File: src/rtl/mem_port_arbiter.sv
// rtl/mem_port_arbiter.sv - fetch/data arbiter for one shared multi-cycle memory port
module mem_port_arbiter #(
    parameter int ADDR_W        = 32,
    parameter int DATA_W        = 32,
    parameter int MAX_DM_STREAK = 4,
    parameter int TIMEOUT       = 255
) (
    input  logic              clk_i,
    input  logic              start_i,
    input  logic              if_req_i,
    input  logic [ADDR_W-1:0] if_addr_i,
    output logic [DATA_W-1:0] if_data_o,
    output logic              if_ready_o,
    input  logic              dm_req_i,
    input  logic              dm_we_i,
    input  logic [ADDR_W-1:0] dm_addr_i,
    input  logic [DATA_W-1:0] dm_wdata_i,
    output logic [DATA_W-1:0] dm_rdata_o,
    output logic              dm_ready_o,
    output logic              mem_req_o,
    output logic              mem_we_o,
    output logic [ADDR_W-1:0] mem_addr_o,
    output logic [DATA_W-1:0] mem_wdata_o,
    input  logic [DATA_W-1:0] mem_rdata_i,
    input  logic              mem_ack_i,
    output logic              stall_o,
    output logic              err_o
);

    typedef enum logic [1:0] {
        IDLE    = 2'd0,
        BUSY_IF = 2'd1,
        BUSY_DM = 2'd2,
        DONE    = 2'd3
    } state_t;

    localparam logic [3:0] STREAK_LIMIT = 4'(MAX_DM_STREAK);
    localparam logic [9:0] TMO_LAST     = 10'(TIMEOUT - 1);

    state_t     state;
    logic [3:0] dm_streak;
    logic [9:0] tmo_cnt;
    logic       pick_dm;
    logic       pick_if;

    // Data side wins a tie unless it has already starved fetch for STREAK_LIMIT grants
    always_comb begin
        pick_dm = dm_req_i & (~if_req_i | (dm_streak != STREAK_LIMIT));
        pick_if = if_req_i & ~pick_dm;
    end

    assign stall_o = (if_req_i & ~if_ready_o) | (dm_req_i & ~dm_ready_o);

    // Access sequencer: grant in IDLE, hold the port in BUSY, pulse ready in DONE
    always_ff @(posedge clk_i) begin
        if (!start_i) begin
            state       <= IDLE;
            dm_streak   <= '0;
            tmo_cnt     <= '0;
            err_o       <= 1'b0;
            if_data_o   <= '0;
            dm_rdata_o  <= '0;
            if_ready_o  <= 1'b0;
            dm_ready_o  <= 1'b0;
            mem_req_o   <= 1'b0;
            mem_we_o    <= 1'b0;
            mem_addr_o  <= '0;
            mem_wdata_o <= '0;
        end else begin
            if_ready_o <= 1'b0;
            dm_ready_o <= 1'b0;
            unique case (state)
                IDLE: begin
                    tmo_cnt <= '0;
                    if (pick_dm) begin
                        mem_req_o   <= 1'b1;
                        mem_we_o    <= dm_we_i;
                        mem_addr_o  <= dm_addr_i;
                        mem_wdata_o <= dm_wdata_i;
                        state       <= BUSY_DM;
                        if (!if_req_i) begin
                            dm_streak <= '0;
                        end else if (dm_streak != STREAK_LIMIT) begin
                            dm_streak <= dm_streak + 4'd1;
                        end
                    end else if (pick_if) begin
                        mem_req_o   <= 1'b1;
                        mem_we_o    <= 1'b0;
                        mem_addr_o  <= if_addr_i;
                        mem_wdata_o <= '0;
                        state       <= BUSY_IF;
                        dm_streak   <= '0;
                    end
                end
                BUSY_IF: begin
                    if (mem_ack_i) begin
                        if_data_o  <= mem_rdata_i;
                        mem_req_o  <= 1'b0;
                        if_ready_o <= 1'b1;
                        state      <= DONE;
                    end else if (tmo_cnt == TMO_LAST) begin
                        err_o      <= 1'b1;
                        if_data_o  <= '0;
                        mem_req_o  <= 1'b0;
                        if_ready_o <= 1'b1;
                        state      <= DONE;
                    end else begin
                        tmo_cnt <= tmo_cnt + 10'd1;
                    end
                end
                BUSY_DM: begin
                    if (mem_ack_i) begin
                        if (!mem_we_o) begin
                            dm_rdata_o <= mem_rdata_i;
                        end
                        mem_req_o  <= 1'b0;
                        dm_ready_o <= 1'b1;
                        state      <= DONE;
                    end else if (tmo_cnt == TMO_LAST) begin
                        err_o      <= 1'b1;
                        dm_rdata_o <= '0;
                        mem_req_o  <= 1'b0;
                        dm_ready_o <= 1'b1;
                        state      <= DONE;
                    end else begin
                        tmo_cnt <= tmo_cnt + 10'd1;
                    end
                end
                DONE: begin
                    state <= IDLE;
                end
                default: begin
                    state <= IDLE;
                end
            endcase
        end
    end

endmodule

File: config.mk
export PLATFORM = sky130hd
export DESIGN_NAME = mem_port_arbiter
export DESIGN_NICKNAME = d
export VERILOG_FILES = /design/src/rtl/mem_port_arbiter.sv
export SDC_FILE = /design/constraint.sdc
export NUM_CORES = 1
export LEC_CHECK = 0
export BUFFER_PORTS_ARGS = -buffer_cell sky130_fd_sc_hd__buf_4
export CORE_MARGIN = 1.5
export CORE_UTILIZATION = 30
export CTS_BUF_LIST = sky130_fd_sc_hd__clkbuf_4 sky130_fd_sc_hd__clkbuf_8
export CTS_CLUSTER_SIZE = 12
export DETAILED_ROUTE_END_ITERATION = 10
export GPL_TIMING_DRIVEN = 0
export PLACE_DENSITY = 0.59
export REMOVE_ABC_BUFFERS = 1
export SETUP_SLACK_MARGIN = 0.02
export SLEW_MARGIN = 30
export SYNTH_ARGS = -nofsm -noshare
export SYNTH_HDL_FRONTEND = slang
export SYNTH_SLANG_ARGS = --single-unit
File: constraint.sdc
create_clock -name clk_i -period 2.1 [get_ports clk_i]
set_clock_uncertainty 0.1 [all_clocks]
set_input_delay 0.105 -clock clk_i [delete_from_list [all_inputs] [get_ports clk_i]]
set_output_delay 0.105 -clock clk_i [all_outputs]
set_load 0.1 [all_outputs]
# Yosys cells after proc, flatten, opt, wreduce, memory -nomap -nowiden
# Cells that the tools add are included.
# op_classes
bitwise_logic	11
add_sub_neg	2
reduce_logical	15
n_mux	29
n_eq_ne	11
# op_table
cell	n
$mux 32	8
$mux 10	2
$pmux 10 s2	1
$mux 4	4
$reduce_and 3->1	5
$add 10x1->10 const B	1
$eq 10x8->1 const B	1
$reduce_and 2->1	5
$mux 1	8
$mux 2	4
$ne 2x2->1 const B	3
$pmux 2 s3	1
$reduce_bool 2->1	3
$not 1->1	5
$add 4x1->4 const B	1
$and 1x1->1	4
$eq 2x2->1 const B	2
$ne 4x3->1 const B	1
$ne 3x1->1 const B	1
$ne 3x2->1 const B	1
$ne 3x3->1 const B	1
$eq 2x1->1 const B	1
$logic_not 2->1	1
$or 1x1->1	2
other kinds (2)	2
# word_totals
reg_bits	149
wordCells	80

# Depth between registers and ports, before layout
# Gate-level depths: netlist of the first run.
# logic_depth
word_depth	8
ltp_mapped	9

# Worst setup path after synthesis of the first run
# No wires, ideal clock.
# synth_timing
path_kind	register -> output
start	register dm_ready_o
end	output stall_o
arrival_ns	2.271
setup_slack_ns	-0.376
path_stages_with_launch	2
t_required_ns	1.895
path_cell_list	dfxtp_1 > o22ai_1
# synth_via
elab_chain_cells	3
# synth_rtl
item	line_no	rtl
start: declaration	19	output logic dm_ready_o,
start signal: assignment	64	dm_ready_o <= 1'b0;
start signal: assignment	71	dm_ready_o <= 1'b0;
start signal: assignment	117	dm_ready_o <= 1'b1;
$not 1->1	52	assign stall_o = (if_req_i & ~if_ready_o) | (dm_req_i & ~dm_ready_o);
$and 1x1->1	52	
$or 1x1->1	52	
end: declaration	26	output logic stall_o,
# No other way between the ends.

# Worst setup path after layout of the first run
# layout_timing
start	register tmo_cnt[0]
end	register tmo_cnt[6]
# layout_via
elab_chain_cells	4
# layout_rtl
item	line_no	rtl
start: declaration	42	logic [9:0] tmo_cnt;
start signal: assignment	108	tmo_cnt <= tmo_cnt + 10'd1;
start signal: assignment	126	tmo_cnt <= tmo_cnt + 10'd1;
$add 10x1->10	108, 126	
$mux 10	101, 119	
$mux 10	112	if (mem_ack_i) begin
$pmux 10 s2	72	unique case (state)
# Several ways; a longest one is shown, not always the timed one. The select of a mux whose other input is x is not followed.
# A chain may end at the register's enable or synchronous reset.

==> flow_summary.ini, run 1 <==
[power_and_ir_drop]
power.density_nw_per_um2 = 1328
combPwrFrac = 0.550
ir_worst_vdd_mv = 0.8502
power.clock.fraction = 0.170
switching_share = 0.5091
pwr-share-seq = 0.281
p_int_mw = 6.410
leakage_nw = 4.345
p_sw_mw = 6.647
finalPower_mw = 13.06

[cts]
cts_tree = yes
clk_path_buf_depth = 2
root_buffer = clkbuf_8
worst_setup_hold_path_clk_slew_ps = 80
clock-sinks = 149
htreeDepth = 4
cts_made_buffers = 17
clock_latency_ps = 430

[routing]
wl_per_cell_um = 16.48
drtIter0Drc = 228
via_per_inst = 4.880
ant_nets = 0
first_pass_iters = 4
drc_errors = 0
vias = 6022
finalWirelength_um = 20330

[global_route]
grt_pass1_wl_um = 30750
grt_max_degree = 77
antenna_found_initial = 0
grt_pass1_vias = 5903
grt_overflow = 0
grt_util_all_layers = 0.1952

[placement]
port_buffers = 267
place.gp.congestion = 0.7401
pre_cts_slack_ps = -438.9
dp_hpwl_um = 12490

[logic_synthesis]
syn_inst = 604
synth-edff-count = 0
synth-seq-cells = 149
yosysWarnings = 0
ys.flop_type = dfxtp_1
synth.distinct_cells = 52
avgSynthCellArea_um2 = 9.508
synthArstFlopShare = 0
netlist_area_um2 = 5743
yosysSeqAreaShare = 0.5194

[die]
core-area_um2 = 18770
dieArea_um2 = 19980
dieHeight_um = 141.4
die_w_um = 141.4
pin_count = 268
rows = 50
start_util = 0.3060

[layout]
layout.nets = 1131
drive_gt1_frac = 0.3410
postLayoutCoreUtil = 0.5241
syn2layout_area_growth_pct = 71.26
diodes = 0

[sta]
slew_headroom = 0.4467
drv_slew = 0
fmax_mhz = 504.3
rsz0062_at_grt = no
period_needed_ps = 1983
setup-tns-final_ps = 0
finalHoldViolations = 0
worst_pin_slew_ps = 830.0
holdWs_ps = 208.3
min_period_over_period = 0.9442
setup_ws_ps = 117.2
finalSetupViolCount = 0

[setup_path]
cp-start-kind = flop
crit_family = simple AND/OR/NAND/NOR gates
cp_max_fo = 6
crit_slowest_cell = or4_1
crit_arrival_ps = 2240
path_class = flop to flop
max_stage_delay_ps = 490
crit_chain = inv_1, ha_1, nand4b_4, o31ai_4, buf_4, or4_1, a31oi_1
cp.buffers_inverters = 2
cp.required_ps = 2360
worst_setup_path_end_kind = flop

[run]
maxCapViolations = 0

[hold_path]
worstHoldPathType = primary input to flop

[run_status]
status = complete, no violations
==> metal layers <==
layer,up-vias,track usage,share of wire
met1,2785,0.2282,0.43
met4,0,0.07292,0.022
li1,2955,-,-
met5,-,0,0
met3,25,0.06379,0.077
met2,257,0.3328,0.47
==> synth_stat cells, types with 2 or more instances <==
library cell  count  area [um2]
o21a_1            2       15.01
inv_1            12       45.04
a31o_1            2       17.52
clkbuf_1         30       112.6
a31oi_1           2       12.51
o21ai_1           3       15.01
buf_6             7       78.83
nand3_1          39       195.2
o22ai_1           3       18.77
nor2_1           34       127.6
a311oi_1         33       289.0
nor3_1            2       10.01
dfxtp_1         149        2983
o32ai_2           2       32.53
or3_1             4       25.02
nand2_1         109       409.1
and3_1            4       25.02
a21oi_1          41       205.2
buf_2            13       65.06
a22o_1           64       560.5
nand4_1           3       18.77
o31ai_2           2       25.02
and2_1            3       18.77
buf_1             2       7.510
o21ai_0           2       10.01
ha_1              8       100.1
o211ai_1          4       30.03
==> kinds of logic after synthesis <==
| kind of cell | after synthesis | synth area share |
|---|---|---|
| fa+ha+maj | 8 | 0.01743 |
| simple gates | 209 | 0.1638 |
| compound gates | 170 | 0.2399 |
| mux | 2 | 0.003704 |
| buf+inv | 66 | 0.05577 |
| flops | 149 | 0.5194 |
==> worst register-to-register path, cell delays in order, from the launching register on <==
cell and delay, ps:
dfxtp_1 420, inv_1 70, ha_1 230, nand4b_4 190, o31ai_4 90, buf_4 170
or4_1 490, a31oi_1 160
==> placed cells by master (no fill, tap or decap), drive strengths merged, types with 4 or more instances in the layout <==
cell	synthesis	layout
dlygate4sd3	0	133
nand2	109	109
and2	3	4
or3	4	4
nand3	39	39
o22ai	4	4
o31ai	4	4
buf	23	284
clkinv	0	5
a311oi	33	33
clkbuf	30	19
o21ai	5	5
a22o	64	64
inv	13	15
o211ai	4	4
a21oi	42	42
dfxtp	149	149
ha	8	8
nand4	4	4
and3	4	4
nor2	34	34
==> power groups by stage <==
stage,combinational [mW],sequential (mW),clock (mW)
floorplan,1.35,6.71,0
global placement,5.00,3.51,0
detailed placement,6.72,3.71,0
CTS,7.10,3.65,2.31
global route,7.48,3.73,2.41
finish,7.18,3.66,2.21
==> path summary, 6_finish.rpt <==
kind	start	end	slack [ps]	cells past startpoint
worst max register to register	tmo_cnt[0]	tmo_cnt[6]	120	7
worst max-delay path	tmo_cnt[0]	tmo_cnt[6]	120	7
worst min register to register	mem_wdata_o[11]	mem_wdata_o[11]	350	2
worst min-delay path	start_i	dm_streak[0]	210	3
==> sequential cells by signal (all words and copies together) (netlist names) <==
register and cells:
dm_rdata_o 32, if_data_o 32, mem_addr_o 32, mem_wdata_o 32, tmo_cnt 10, dm_streak 4
state 2, dm_ready_o 1, err_o 1, if_ready_o 1, mem_req_o 1, mem_we_o 1
==> per-stage QoR <==
step | cell area (um2) | cells
final | 9836 | 1234
after global routing | 9836 | 1234
after CTS | 9763 | 1228
after detailed placement | 7973 | 1059
after global placement | 7769 | 1052
after floorplan | 5472 | 551
==> cell type report <==
type                       count  area [um2]
timing repair buffer         417        3571
tap                          234       292.8
clock buffer                  19       261.5
inverter                      13       51.30
multi-input combinational    391        2550
fill                        1666        8932
sequential                   149        2984
clock inverter                11       125.1
==> repair_timing <==
item | CTS | global route
hold buffers | 133 | 0
setup endpoints to repair | 96 | 81
endpoints found under the hold margin | 144 | 0
cloned | 1 | 1
buffers inserted | 5 | 5
pin swaps | 3 | 4
gates resized for setup | 4 | 5
Note: power is estimated with default switching activity, not from simulation.
==> inputs of run 2 (changes only) <==
Settings changed: ABC_AREA from default to 1, CTS_BUF_LIST sky130_fd_sc_hd__clkbuf_4 sky130_fd_sc_hd__clkbuf_8 to sky130_fd_sc_hd__clkbuf_8, PLACE_DENSITY 0.59 to 0.57.
==> flow_summary.ini, run 2 <==
[routing]
drc_errors = 0
finalWirelength_um = 22860
first_pass_iters = 6
vias = 7212
wl_per_cell_um = 14.74
via_per_inst = 4.650
drtIter0Drc = 325
ant_nets = 0

[logic_synthesis]
synthDominantCellAreaShare = 0.4626
netlist_area_um2 = 6449
yosysMostFrequentCell = nand2_1
synth-edff-count = 0
synth.distinct_cells = 29
syn_inst = 892
yosysWarnings = 0
synthArstFlopShare = 0
ys.flop_type = dfxtp_1
yosysTopAreaCell = dfxtp_1
yosysSeqAreaShare = 0.4626
synth-seq-cells = 149
synthTopCellsByCount = 232 x nand2_1, 149 x dfxtp_1, 141 x a21oi_1
avgSynthCellArea_um2 = 7.229
synthTopCellsByArea = dfxtp_1 46%, nand2_1 14%, a21oi_1 11%, o21ai_0 5.5%, inv_1 5.2%

[hold_path]
worstHoldPathType = primary input to flop
hold_depth = 3
min_from = mem_ack_i

[sta]
finalHoldViolations = 0
worst_pin_slew_ps = 923.3
finalSetupViolCount = 0
drv_slew = 0
setup-tns-final_ps = 0
slew_headroom = 0.3845
min_period_over_period = 0.9406
rsz0062_at_grt = yes
period_needed_ps = 1975
fmax_mhz = 506.3

[setup_path]
crit_path_start = state[0]
path_class = flop to flop
crit_arrival_ps = 2210
cp-start-kind = flop
cp.required_ps = 2340
r2r_cells = 9
cp_max_fo = 9
crit_top_cell = nand2_1
worst_setup_path_end_kind = flop
r2r_start = state[0]
crit_chain = inv_1, ha_2, clkinvlp_4, nor2_1, nand2_1, nand2_1, nand2_1, nand2_1, nor2_1
max_stage_delay_ps = 470
crit_slowest_cell = ha_2

[layout]
drive_gt1_frac = 0.2657
final_cell_mix = 276 x buf_4, 229 x nand2_1, 149 x dfxtp_1, 140 x a21oi_1, 130 x dlygate4sd3_1
syn2layout_area_growth_pct = 64.20
layout_commonest_cell = buf_4
nFillCells = 1969
layout.nets = 1405
final_cell_area_um2 = 10590
diodes = 0

[cts]
worst_setup_hold_path_clk_slew_ps = 90
clk_path_buf_depth = 2
cts_tree = yes
cts_made_buffers = 17
htreeDepth = 4
root_buffer = clkbuf_8
clock_latency_ps = 440
clock-sinks = 149

[global_route]
grt_pass1_wl_um = 35220
grt_max_degree = 93
grt_util_all_layers = 0.1978
antenna_found_initial = 0
grt_overflow = 0
grt_pass1_vias = 7003

[placement]
place.gp.congestion = 0.7746
dp_hpwl_um = 13570
port_buffers = 267
place_area_um2 = 8597

[power_and_ir_drop]
leakage_nw = 5.023
finalPower_mw = 15.29
power.density_nw_per_um2 = 1444
ir_worst_vdd_mv = 1.050

[die]
rows = 53
dieHeight_um = 149.6
start_util = 0.3068
core-area_um2 = 21020
die_w_um = 149.6
pin_count = 268
dieArea_um2 = 22380

[run_status]
status = complete, no violations

[run]
maxCapViolations = 0
-- run 2: cell count changes in the layout (fill, tap and decap cells not counted), moves of 4 or more --
cell / change
o211ai_1: -4
o21ai_0: +69
inv_8: +4
a22o_1: -64
nand3_4: +4
nand2_1: +121
nand3_1: -17
a311oi_1: -33
a21oi_1: +100
inv_1: +75
nand4_1: +24
a21o_1: +32
-- run 2: final cells by class --
type                            instances  area [um2]  area share
Sequential cell                       149        2983      0.2817
Clock buffer                           18       247.7     0.02340
Tap cell                              275       344.1     0.03249
Inverter                               94       387.9     0.03663
Clock inverter                         14       182.7     0.01725
Timing Repair Buffer                  412        3488      0.3294
Multi-Input combinational cell        589        2955      0.2791
-- run 2: layer usage --
metal / vias to the layer above / wire [um] / GRT usage / part of all wire
met5: - / 0 / 0 / 0
met1: 3287 / 9948 / 0.2445 / 0.44
met2: 262 / 10770 / 0.3304 / 0.47
met4: 0 / 473 / 0.06139 / 0.021
met3: 27 / 1659 / 0.05732 / 0.073
li1: 3636 / - / - / -
-- run 2: metrics by stage --
| stage | utilization | hold WS (ps) | worst slack [ps] | cells |
|---|---|---|---|---|
| after floorplan | - | 122.7 | -2277 | 828 |
| after global placement | 0.4044 | 251.6 | -4619 | 1370 |
| after detailed placement | 0.4090 | 255.7 | -432.7 | 1374 |
| after CTS | 0.4946 | 32.91 | 8.831 | 1537 |
| after global routing | 0.5037 | 49.17 | -3.541 | 1551 |
| final | 0.5037 | 64.09 | 124.8 | 1551 |
-- run 2: final timing paths --
path                                      to  slack [ps]
worst min register to register  if_data_o[7]         370
worst max-delay path                state[0]         120
worst min-delay path            if_data_o[1]          60
worst max register to register      state[0]         120
-- run 2: cells by family after synthesis --
family          after synthesis  share of synthesized area
compound gates              249                     0.2072
simple gates                326                     0.2113
fa+ha+maj                     8                    0.01552
buf+inv                     158                     0.1007
xor+xnor                      2                   0.002717
flops                       149                     0.4626
-- run 2: report_power, final --
group | switching (mW) | leakage [nW] | internal, mW
Clock | 1.28 | 0.219 | 1.15
Combinational | 6.69 | 3.58 | 2.29
Sequential | 0.378 | 1.22 | 3.49
Total | 8.35 | 5.02 | 6.94
-- run 2: timing repair --
action | in CTS | in global routing
gates cloned | 1 | 3
buffers inserted | 0 | 11
gates resized for setup | 11 | 13
pin swaps | 1 | 1
hold buffers | 130 | 0
setup endpoints to repair | 133 | 111
hold endpoints to repair | 131 | 0
-- run 2: worst max-delay path: cells and delay by family (launching register included) --
family	cells	cell delay, ps
buffers and inverters	2	360
adders and majority gates	1	470
DFF	1	400
and+or+nand+nor	6	550
